File: config.mk
export PLATFORM = sky130hd
export DESIGN_NAME = branch_predictor
export DESIGN_NICKNAME = d
export VERILOG_FILES = /design/src/rtl/branch_predictor.sv
export SDC_FILE = /design/constraint.sdc
export NUM_CORES = 1
export LEC_CHECK = 0
export BUFFER_PORTS_ARGS = -buffer_cell sky130_fd_sc_hd__buf_2
export CAP_MARGIN = 30
export CELL_PAD_IN_SITES_DETAIL_PLACEMENT = 0
export CELL_PAD_IN_SITES_GLOBAL_PLACEMENT = 1
export CORE_UTILIZATION = 55
export CTS_CLUSTER_DIAMETER = 100
export DETAILED_ROUTE_END_ITERATION = 16
export GPL_TIMING_DRIVEN = 0
export HOLD_SLACK_MARGIN = 0.1
export PLACE_DENSITY = 0.87
export SETUP_SLACK_MARGIN = 0.2
export SYNTH_ARGS = -nofsm -noshare
export SYNTH_HDL_FRONTEND = slang
export SYNTH_SLANG_ARGS = --single-unit
File: constraint.sdc
create_clock -name clk -period 16.9 [get_ports clk]
set_input_delay 5.07 -clock clk [delete_from_list [all_inputs] [get_ports clk]]
set_output_delay 5.07 -clock clk [all_outputs]
set_load 0.005 [all_outputs]
File: src/rtl/branch_predictor.sv
// Branch target buffer with 2-bit counters plus E-stage mispredict detection.
// Optional return-address stack is compiled in when BP_RAS_EN is defined.
module branch_predictor #(
    parameter int ENTRIES   = 16,
    parameter int RAS_DEPTH = 4
) (
    input  logic        clk,
    input  logic        rst,
    input  logic [31:0] PCF,
    input  logic [31:0] InstrF,
    output logic        PredTakenF,
    output logic [31:0] PredTargetF,
    input  logic        ValidE,
    input  logic        BranchE,
    input  logic        JumpE,
    input  logic        TakenE,
    input  logic [31:0] PCE,
    input  logic [31:0] PCTargetE,
    input  logic [31:0] PCPlus4E,
    input  logic        PredTakenE,
    input  logic [31:0] PredTargetE,
    input  logic [4:0]  RdE,
    input  logic [4:0]  Rs1E,
    output logic        MispredictE,
    output logic [31:0] RedirectPCE
);

    localparam int IDX_W = $clog2(ENTRIES);
    localparam int TAG_W = 30 - IDX_W;

    logic [ENTRIES-1:0] valid_q;
    logic [1:0]         ctr_q    [ENTRIES];
    logic [TAG_W-1:0]   tag_q    [ENTRIES];
    logic [31:0]        target_q [ENTRIES];
    logic               isjump_q [ENTRIES];

    logic [IDX_W-1:0] idx_f;
    logic [TAG_W-1:0] tag_f;
    logic [IDX_W-1:0] idx_e;
    logic [TAG_W-1:0] tag_e;
    logic             hit_f;
    logic             hit_e;
    logic             btb_taken_f;
    logic [31:0]      pc_plus4_f;

    assign idx_f      = PCF[IDX_W+1:2];
    assign tag_f      = PCF[31:IDX_W+2];
    assign idx_e      = PCE[IDX_W+1:2];
    assign tag_e      = PCE[31:IDX_W+2];
    assign pc_plus4_f = PCF + 32'd4;

    // Lookup reads pre-update contents; a same-cycle write is seen next cycle.
    assign hit_f       = valid_q[idx_f] && (tag_q[idx_f] == tag_f);
    assign hit_e       = valid_q[idx_e] && (tag_q[idx_e] == tag_e);
    assign btb_taken_f = hit_f && (isjump_q[idx_f] || ctr_q[idx_f][1]);

    logic       update_e;
    logic       alias_e;
    logic       taken_eff_e;
    logic       alloc_e;
    logic       tgt_we_e;
    logic       ctr_we_e;
    logic [1:0] ctr_d;

    assign update_e    = ValidE && (BranchE || JumpE);
    assign alias_e     = ValidE && PredTakenE && !BranchE && !JumpE;
    assign taken_eff_e = TakenE && !alias_e;

    assign MispredictE = ValidE && ((taken_eff_e != PredTakenE) ||
                                    (taken_eff_e && (PredTargetE != PCTargetE)));
    assign RedirectPCE = taken_eff_e ? PCTargetE : PCPlus4E;

    always_comb begin
        alloc_e  = 1'b0;
        tgt_we_e = 1'b0;
        ctr_we_e = 1'b0;
        ctr_d    = ctr_q[idx_e];
        if (update_e) begin
            if (TakenE && !hit_e) begin
                alloc_e  = 1'b1;
                tgt_we_e = 1'b1;
                ctr_we_e = 1'b1;
                ctr_d    = 2'd2;
            end else if (TakenE) begin
                tgt_we_e = 1'b1;
                ctr_we_e = 1'b1;
                ctr_d    = (ctr_q[idx_e] == 2'd3) ? 2'd3 : ctr_q[idx_e] + 2'd1;
            end else if (hit_e) begin
                ctr_we_e = 1'b1;
                ctr_d    = (ctr_q[idx_e] == 2'd0) ? 2'd0 : ctr_q[idx_e] - 2'd1;
            end
        end
    end

    always_ff @(posedge clk or negedge rst) begin
        if (!rst) begin
            valid_q <= '0;
            for (int i = 0; i < ENTRIES; i++) begin
                ctr_q[i] <= 2'd0;
            end
        end else begin
            if (alloc_e) begin
                valid_q[idx_e] <= 1'b1;
            end else if (alias_e) begin
                valid_q[idx_e] <= 1'b0;
            end
            if (ctr_we_e) begin
                ctr_q[idx_e] <= ctr_d;
            end
        end
    end

    // Tag/target/type storage is qualified by valid, so it is left unreset.
    always_ff @(posedge clk) begin
        if (tgt_we_e) begin
            target_q[idx_e] <= PCTargetE;
        end
        if (alloc_e) begin
            tag_q[idx_e]    <= tag_e;
            isjump_q[idx_e] <= JumpE;
        end
    end

`ifdef BP_RAS_EN
    localparam int PTR_W = (RAS_DEPTH > 1) ? $clog2(RAS_DEPTH) : 1;
    localparam int CNT_W = $clog2(RAS_DEPTH + 1);

    logic [31:0]      ras_q [RAS_DEPTH];
    logic [PTR_W-1:0] ptr_q;
    logic [PTR_W-1:0] ptr_d;
    logic [CNT_W-1:0] cnt_q;
    logic [CNT_W-1:0] cnt_d;
    logic [PTR_W-1:0] top_idx;
    logic [PTR_W-1:0] next_ptr;
    logic [PTR_W-1:0] ras_widx;
    logic             ras_we;
    logic             push_e;
    logic             pop_e;
    logic             is_ret_f;
    logic             ras_hit_f;

    // ptr_q is the next free slot; the top lives one slot below, wrapping.
    assign top_idx  = (ptr_q == '0) ? PTR_W'(RAS_DEPTH - 1) : ptr_q - 1'b1;
    assign next_ptr = (ptr_q == PTR_W'(RAS_DEPTH - 1)) ? '0 : ptr_q + 1'b1;

    assign push_e = ValidE && JumpE && ((RdE == 5'd1) || (RdE == 5'd5));
    assign pop_e  = ValidE && JumpE && (RdE == 5'd0) &&
                    ((Rs1E == 5'd1) || (Rs1E == 5'd5));

    assign is_ret_f  = (InstrF[6:0] == 7'b1100111) && (InstrF[14:12] == 3'b000) &&
                       (InstrF[11:7] == 5'd0) &&
                       ((InstrF[19:15] == 5'd1) || (InstrF[19:15] == 5'd5));
    assign ras_hit_f = is_ret_f && (cnt_q != '0);

    always_comb begin
        ras_we   = 1'b0;
        ras_widx = ptr_q;
        ptr_d    = ptr_q;
        cnt_d    = cnt_q;
        if (push_e && pop_e && (cnt_q != '0)) begin
            ras_we   = 1'b1;
            ras_widx = top_idx;
        end else if (push_e) begin
            ras_we   = 1'b1;
            ras_widx = ptr_q;
            ptr_d    = next_ptr;
            cnt_d    = (cnt_q == CNT_W'(RAS_DEPTH)) ? cnt_q : cnt_q + 1'b1;
        end else if (pop_e && (cnt_q != '0)) begin
            ptr_d = top_idx;
            cnt_d = cnt_q - 1'b1;
        end
    end

    always_ff @(posedge clk or negedge rst) begin
        if (!rst) begin
            ptr_q <= '0;
            cnt_q <= '0;
        end else begin
            ptr_q <= ptr_d;
            cnt_q <= cnt_d;
        end
    end

    always_ff @(posedge clk) begin
        if (ras_we) begin
            ras_q[ras_widx] <= PCPlus4E;
        end
    end

    assign PredTakenF  = ras_hit_f || btb_taken_f;
    assign PredTargetF = ras_hit_f   ? ras_q[top_idx] :
                         btb_taken_f ? target_q[idx_f] : pc_plus4_f;

    logic unused_ok;
    assign unused_ok = ^{PCE[1:0]};
`else
    localparam int unused_ras_depth = RAS_DEPTH;

    assign PredTakenF  = btb_taken_f;
    assign PredTargetF = btb_taken_f ? target_q[idx_f] : pc_plus4_f;

    logic unused_ok;
    assign unused_ok = ^{InstrF, RdE, Rs1E, PCE[1:0]};
`endif

endmodule

==> reports/qor.txt, run 1 <==
Layout Skew: 0.0451 ns
number of standard cells in the final layout excluding fillers: 3725
Syn Inst Count: 2208
total wire length: 137000 um
layout filler cell count: 5143
die area: 81100 sq um
status: completed
Worst Path Arrival: 9.83 ns
headroom to the max-slew limit: 0.290
number of violations of the max-capacitance limit: 0
type of the setup path with the least slack: in2out
Net Sw Power: 1.28 mW
post-synthesis to final-layout area growth: 15.7%
length of the first detailed-routing pass in iterations: 6
top library cells by usage in the layout, fill and taps aside: sky130_fd_sc_hd__edfxtp_1 (944), sky130_fd_sc_hd__mux4_2 (375), sky130_fd_sc_hd__buf_2 (266)
total cell area at the placement stage: 47600 sq um
yosys warns: 0
worst hold path type: reg2reg
WP data required: 11.83 ns
Row Count: 103
Setup Viol. Count Final: 0
aggregate negative setup slack: 0 ns
Final GP Congestion: 0.948
syn nets: 2418
post_cts resized: 0
Setup WS post-layout: 2.00 ns
placed wire-length estimate: 90800 um
Logic pwr share: 0.089
hold violation total from the final report: 0
Clock Pin Slew Worst Setup and Hold Paths: 0.06 ns
number of input and output port buffers inserted: 223
Die Width: 285 um
first-pass GRT wire length: 194000 um
leakage: 16.9 nW
cell area after technology mapping: 44000 sq um
area of the placeable core: 79000 sq um
setup repair after global routing missed its margin: false
clock tree from TritonCTS: done
global-route congestion overflow total: 0
area share of the largest cell type after synthesis: 0.644
end-of-flow core utilization: 0.644
I/O pin count: 275
Max VDD drop: 0.000104 V
placed instance count: 3524
commonest register cell after synthesis: sky130_fd_sc_hd__edfxtp_1
GRT Overall Usage: 0.342
flop and latch count out of synthesis: 992
maximum number of buffers from clock root to sink: 3
TritonCTS buffer count: 103
upper clock frequency limit: 67.1 MHz
launching element type of the critical path: primary input
Area contributors post-synth: sky130_fd_sc_hd__edfxtp_1 (64%), sky130_fd_sc_hd__mux4_2 (19%), sky130_fd_sc_hd__dfrtp_1 (2.7%)
share of total power in sequential cells: 0.506
clock net sink count: 992
tightest hold margin: 0.506 ns
distinct cell type count after synthesis: 65
overall power: 5.42 mW
internal power of the cells: 4.14 mW
worst-margin pin slew: 1.07 ns
First DRT Iteration DRCs: 4341
initial antenna violation count: 21
clock latency on the worst-skew pair: 0.69 ns
commonest non-fill, non-tap cell in the layout: sky130_fd_sc_hd__edfxtp_1
Final Instance Area: 50900 sq um
Post-synth EDFFs: 944
fraction of power spent switching nets: 0.236
y dimension of the die: 285 um
areal power density over the cells: 106 nW/um^2
part of the cycle the worst path needs: 0.881
via count: 26500
layout cell share with drive strength beyond 1: 0.364
total number of nets in the final design: 2793
cell accounting for the most synthesized area: sky130_fd_sc_hd__edfxtp_1
root buffer selected by CTS: sky130_fd_sc_hd__clkbuf_16
maximum fanout along the worst path: 10
vias per cell: 7.12
count of buffers added by post-CTS timing repair for setup: 0
number of global-route vias before repair: 26900
post-place setup slack: 2.20 ns
clock power share: 0.405
Antenna Nets Post-Route: 0
post-synthesis async set-or-reset flop share: 0.0484
Final Max Tran Viols: 0
WL per Instance: 36.8 um
H-tree lvl count: 3
time the worst path needs with I/O delays and setup: 14.90 ns
Post-Syn Area per Cell: 19.9 sq um
pin count of the biggest net entering global routing: 31
remaining design rule violation count: 0
type of destination of the critical path: output port
starting density of the core: 0.557
count of hold buffers inserted by post-cts repair: 0
register area share after synthesis: 0.672
[synth_stat cells (6+ instances only)]
library cell / count
sky130_fd_sc_hd__and3_1: 7
sky130_fd_sc_hd__buf_1: 15
sky130_fd_sc_hd__mux4_2: 375
sky130_fd_sc_hd__mux2_2: 37
sky130_fd_sc_hd__buf_4: 19
sky130_fd_sc_hd__o21ai_0: 69
sky130_fd_sc_hd__buf_6: 11
sky130_fd_sc_hd__edfxtp_1: 944
sky130_fd_sc_hd__a22oi_1: 20
sky130_fd_sc_hd__mux2_4: 29
sky130_fd_sc_hd__nand3_1: 24
sky130_fd_sc_hd__buf_2: 43
sky130_fd_sc_hd__xnor2_1: 77
sky130_fd_sc_hd__a22o_1: 21
sky130_fd_sc_hd__clkbuf_1: 46
sky130_fd_sc_hd__nand4_1: 14
sky130_fd_sc_hd__a32oi_1: 16
sky130_fd_sc_hd__o22ai_1: 8
sky130_fd_sc_hd__dfrtp_1: 48
sky130_fd_sc_hd__xor2_1: 31
sky130_fd_sc_hd__mux2i_1: 97
sky130_fd_sc_hd__nor4_1: 7
sky130_fd_sc_hd__a21oi_1: 12
sky130_fd_sc_hd__nand2_1: 52
sky130_fd_sc_hd__o211ai_1: 13
sky130_fd_sc_hd__nand2b_1: 6
sky130_fd_sc_hd__inv_1: 22
sky130_fd_sc_hd__nor2_1: 72
sky130_fd_sc_hd__nor2b_1: 11
[power groups by stage]
stage          sequential, mW  clock [mW]  combinational (mW)
3_5_place_dp             2.79           0               0.467
4_1_cts                  2.74        2.20               0.472
6_report                 2.74        2.20               0.482
2_1_floorplan            2.78           0               0.258
5_1_grt                  2.74        2.30               0.497
3_3_place_gp             2.79           0               0.445
[layer usage]
| metal | wire [um] | GRT usage |
|---|---|---|
| met5 | 184 | 0 |
| met4 | 7390 | 0.178 |
| met3 | 18500 | 0.109 |
| met2 | 65200 | 0.535 |
| met1 | 45800 | 0.431 |
[cells by family after synthesis]
| family | share of synthesized area |
|---|---|
| buf+inv | 0.0189 |
| compound gates | 0.0303 |
| flops | 0.672 |
| mux | 0.233 |
| fa+ha+maj | 0.000740 |
| simple gates | 0.0234 |
| xor+xnor | 0.0215 |
[state kept, by name, indices dropped and copies added, names as in the netlist, named ones only]
name      count
target_q    512
tag_q       416
ctr_q        32
isjump_q     16
[worst max-delay path, cell delays in order]
cell and delay [ns]:
sky130_fd_sc_hd__buf_2 0.14, sky130_fd_sc_hd__clkbuf_1 0.51, sky130_fd_sc_hd__clkbuf_1 0.68, sky130_fd_sc_hd__clkbuf_1 0.66, sky130_fd_sc_hd__buf_1 0.75, sky130_fd_sc_hd__buf_1 0.65
sky130_fd_sc_hd__mux4_2 0.41, sky130_fd_sc_hd__mux4_2 0.48, sky130_fd_sc_hd__mux2_4 0.28, sky130_fd_sc_hd__buf_2 0.17
[cell type report]
cell class | instances | area (sq um) | share of cell area
Multi-Input combinational cell | 1056 | 13800 | 0.272
Buffer | 137 | 746 | 0.0147
Clock buffer | 128 | 2670 | 0.0525
Inverter | 23 | 86.3 | 0.00170
Clock inverter | 62 | 589 | 0.0116
Tap cell | 1050 | 1310 | 0.0258
Timing Repair Buffer | 270 | 2070 | 0.0407
Sequential cell | 992 | 29500 | 0.581
Antenna cell | 7 | 17.5 | 0.000344
[path summary, 6_finish.rpt]
path / start / endpoint / slack, ns / cells past startpoint
max in group asynchronous: rst / async pin / 12.01 / 2
min in group asynchronous: rst / ctr_q[28]$_DFFE_PN0P_ / 4.36 / 1
setup reg to reg: tag_q[13][23]$_DFFE_PP_ / tag_q[4][16]$_DFFE_PP_ / 12.37 / 14
setup / recovery: PCF[3] / PredTargetF[30] / 2.00 / 10
hold reg to reg: ctr_q[16]$_DFFE_PN0P_ / ctr_q[16]$_DFFE_PN0P_ / 0.51 / 1
hold / removal: ctr_q[16]$_DFFE_PN0P_ / ctr_q[16]$_DFFE_PN0P_ / 0.51 / 1
Power figures use the tool's default switching activity.
==> run 2, diff against run 1 <==
- CELL_PAD_IN_SITES_DETAIL_PLACEMENT: 0 -> unset
- CELL_PAD_IN_SITES_GLOBAL_PLACEMENT: 1 -> unset
- PLACE_DENSITY: 0.87 -> 0.78
==> run 2 against run 1 <==
  * Via count up 1.6%
  * Critical path depth up 2
  * Utilization up 0.13 points
  * Worst setup slack worse by 0.16 ns
  * Critical path type unchanged
  * Largest power group unchanged
  * Highest routed layer unchanged
==> reports/qor.txt, run 2 (synthesis gave the netlist of run 1 again) <==
status: completed (unchanged)
part of the cycle the worst path needs: 0.891 (was 0.881)
Max VDD drop: 0.000128 V (was 0.000104 V)
start point of the critical path: PCF[3] (unchanged)
layout cell share with drive strength beyond 1: 0.367 (was 0.364)
clock latency on the worst-skew pair: 0.72 ns (was 0.69 ns)
WL per Instance: 37.7 um (was 36.8 um)
maximum fanout along the worst path: 10 (unchanged)
Worst Path Arrival: 9.99 ns (was 9.83 ns)
most repeated library cell on the critical path: sky130_fd_sc_hd__clkbuf_1 (unchanged)
Layout Skew: 0.0897 ns (was 0.0451 ns)
vias per cell: 7.24 (was 7.12)
count of hold buffers inserted by post-cts repair: 0 (unchanged)
initial antenna violation count: 16 (was 21)
leakage: 16.9 nW (about the same)
largest registers: target_q: 512 flops, tag_q: 416 flops, ctr_q: 32 flops (unchanged)
Crit Reg-Reg Startpoint: tag_q[15][23]$_DFFE_PP_ (was tag_q[13][23]$_DFFE_PP_)
y dimension of the die: 285 um (unchanged)
aggregate negative setup slack: 0 ns (unchanged)
total wire length: 140000 um (was 137000 um)
type of destination of the critical path: output port (unchanged)
H-tree lvl count: 3 (unchanged)
layout filler cell count: 5090 (was 5143)
launching element type of the critical path: primary input (unchanged)
first-pass GRT wire length: 198000 um (was 194000 um)
clock tree from TritonCTS: done (unchanged)
Antenna Nets Post-Route: 0 (unchanged)
largest stage delay on the critical path: 0.90 ns (was 0.75 ns)
via count: 27000 (was 26500)
Die Width: 285 um (unchanged)
type of the setup path with the least slack: in2out (unchanged)
overall power: 5.53 mW (was 5.42 mW)
top library cells by usage in the layout, fill and taps aside: sky130_fd_sc_hd__edfxtp_1 (944), sky130_fd_sc_hd__mux4_2 (375), sky130_fd_sc_hd__buf_2 (267) (was sky130_fd_sc_hd__edfxtp_1 (944), sky130_fd_sc_hd__mux4_2 (375), sky130_fd_sc_hd__buf_2 (266))
count of buffers added by post-CTS timing repair for setup: 0 (unchanged)
Row Count: 103 (unchanged)
setup repair after global routing missed its margin: false (unchanged)
placed wire-length estimate: 91300 um (was 90800 um)
tightest hold margin: 0.502 ns (was 0.506 ns)
end-of-flow core utilization: 0.646 (was 0.644)
Final Max Tran Viols: 0 (unchanged)
clock net sink count: 992 (unchanged)
length of the first detailed-routing pass in iterations: 6 (unchanged)
First DRT Iteration DRCs: 4467 (was 4341)
worst-margin pin slew: 1.16 ns (was 1.07 ns)
time the worst path needs with I/O delays and setup: 15.06 ns (was 14.90 ns)
maximum number of buffers from clock root to sink: 3 (unchanged)
worst min-delay path startpoint: ctr_q[16]$_DFFE_PN0P_ (unchanged)
headroom to the max-slew limit: 0.221 (was 0.290)
root buffer selected by CTS: sky130_fd_sc_hd__clkbuf_16 (unchanged)
starting density of the core: 0.557 (unchanged)
area of the placeable core: 79000 sq um (unchanged)
worst hold path type: reg2reg (unchanged)
Clock Pin Slew Worst Setup and Hold Paths: 0.06 ns (about the same)
die area: 81100 sq um (unchanged)
global-route congestion overflow total: 0 (unchanged)
I/O pin count: 275 (unchanged)
WP data required: 11.83 ns (about the same)
pin count of the biggest net entering global routing: 27 (was 31)
post-synthesis to final-layout area growth: 15.9% (was 15.7%)
critical-path cell list: buf_2 -> clkbuf_1 -> clkbuf_1 -> clkbuf_1 -> o21ai_0 -> mux4_2 -> o21ai_0 -> nor4_4 -> nand3_2 -> buf_6 -> mux2i_1 -> buf_2 (was buf_2 -> clkbuf_1 -> clkbuf_1 -> clkbuf_1 -> buf_1 -> buf_1 -> mux4_2 -> mux4_2 -> mux2_4 -> buf_2)
worst-path cell with the longest stage delay: sky130_fd_sc_hd__o21ai_0 (was sky130_fd_sc_hd__buf_1)
Largest register FFs: 512 (unchanged)
Setup Viol. Count Final: 0 (unchanged)
areal power density over the cells: 108 nW/um^2 (was 106 nW/um^2)
commonest non-fill, non-tap cell in the layout: sky130_fd_sc_hd__edfxtp_1 (unchanged)
Final GP Congestion: 0.955 (was 0.948)
total number of nets in the final design: 2790 (was 2793)
register ranked first by flip-flop count: target_q (unchanged)
GRT Overall Usage: 0.350 (was 0.342)
number of violations of the max-capacitance limit: 0 (unchanged)
upper clock frequency limit: 66.4 MHz (was 67.1 MHz)
hold violation total from the final report: 0 (unchanged)
TritonCTS buffer count: 99 (was 103)
number of input and output port buffers inserted: 223 (unchanged)
remaining design rule violation count: 0 (unchanged)
post_cts resized: 0 (unchanged)
number of global-route vias before repair: 27000 (was 26900)
-- run 2: changes by cell type in the layout (fill, tap and decap cells not counted), moves of 4 or more --
cell,change
sky130_fd_sc_hd__clkbuf_1,-9
sky130_fd_sc_hd__bufinv_16,+7
sky130_fd_sc_hd__buf_16,-5
sky130_fd_sc_hd__clkinvlp_4,+4
sky130_fd_sc_hd__clkinv_2,-9
-- run 2: final cells by class --
cell class                 instances  area [sq um]  share of cell area
antenna                            9          22.5            0.000442
buffer                           137           746              0.0146
clock buffer                     120          2630              0.0515
clock inverter                    64           779              0.0153
inverter                          23          86.3             0.00169
multi-input combinational       1056         13800               0.272
sequential                       992         29500               0.579
tap                             1050          1310              0.0258
timing repair buffer             271          2030              0.0397
-- run 2: path summary, 6_finish.rpt --
| check | end | slack, ns | depth (start not counted) |
|---|---|---|---|
| worst max-delay path | PredTargetF[2] | 1.84 | 12 |
| worst min-delay path | ctr_q[16]$_DFFE_PN0P_ | 0.50 | 1 |
| worst max register to register | tag_q[6][0]$_DFFE_PP_ | 12.26 | 13 |
| worst min register to register | ctr_q[16]$_DFFE_PN0P_ | 0.50 | 1 |
| max in group asynchronous | async pin | 11.91 | 2 |
| min in group asynchronous | ctr_q[18]$_DFFE_PN0P_ | 4.39 | 1 |
-- run 2: per-stage QoR --
step	worst slack (ns)	instances	instance area, sq um
3_5_place_dp	2.14	3526	47500
5_1_grt	1.85	3716	51000
4_1_cts	2.10	3710	50900
6_report	1.84	3722	51000
3_3_place_gp	2.15	3481	46400
2_1_floorplan	4.11	2208	44000
-- run 2: worst max-delay path, delay by kind of cell --
kind	cells	cell delay (ns)
and+or+nand+nor	2	0.27
muxes	2	0.90
AOI/OAI and AO/OA	2	1.20
buffers and inverters	6	2.52
-- run 2: where the power goes --
group / switching (mW) / internal (mW) / total (mW)
Combinational: 0.295 / 0.195 / 0.491
Clock: 0.983 / 1.32 / 2.30
Sequential: 0.0162 / 2.72 / 2.74
-- run 2: metal layers --
metal / vias up / GRT usage / part of all wire
li1: 10100 / - / -
met1: 13800 / 0.462 / 0.33
met2: 2619 / 0.528 / 0.46
met3: 444 / 0.121 / 0.16
met4: 16 / 0.164 / 0.050
met5: - / 0 / 0.00065
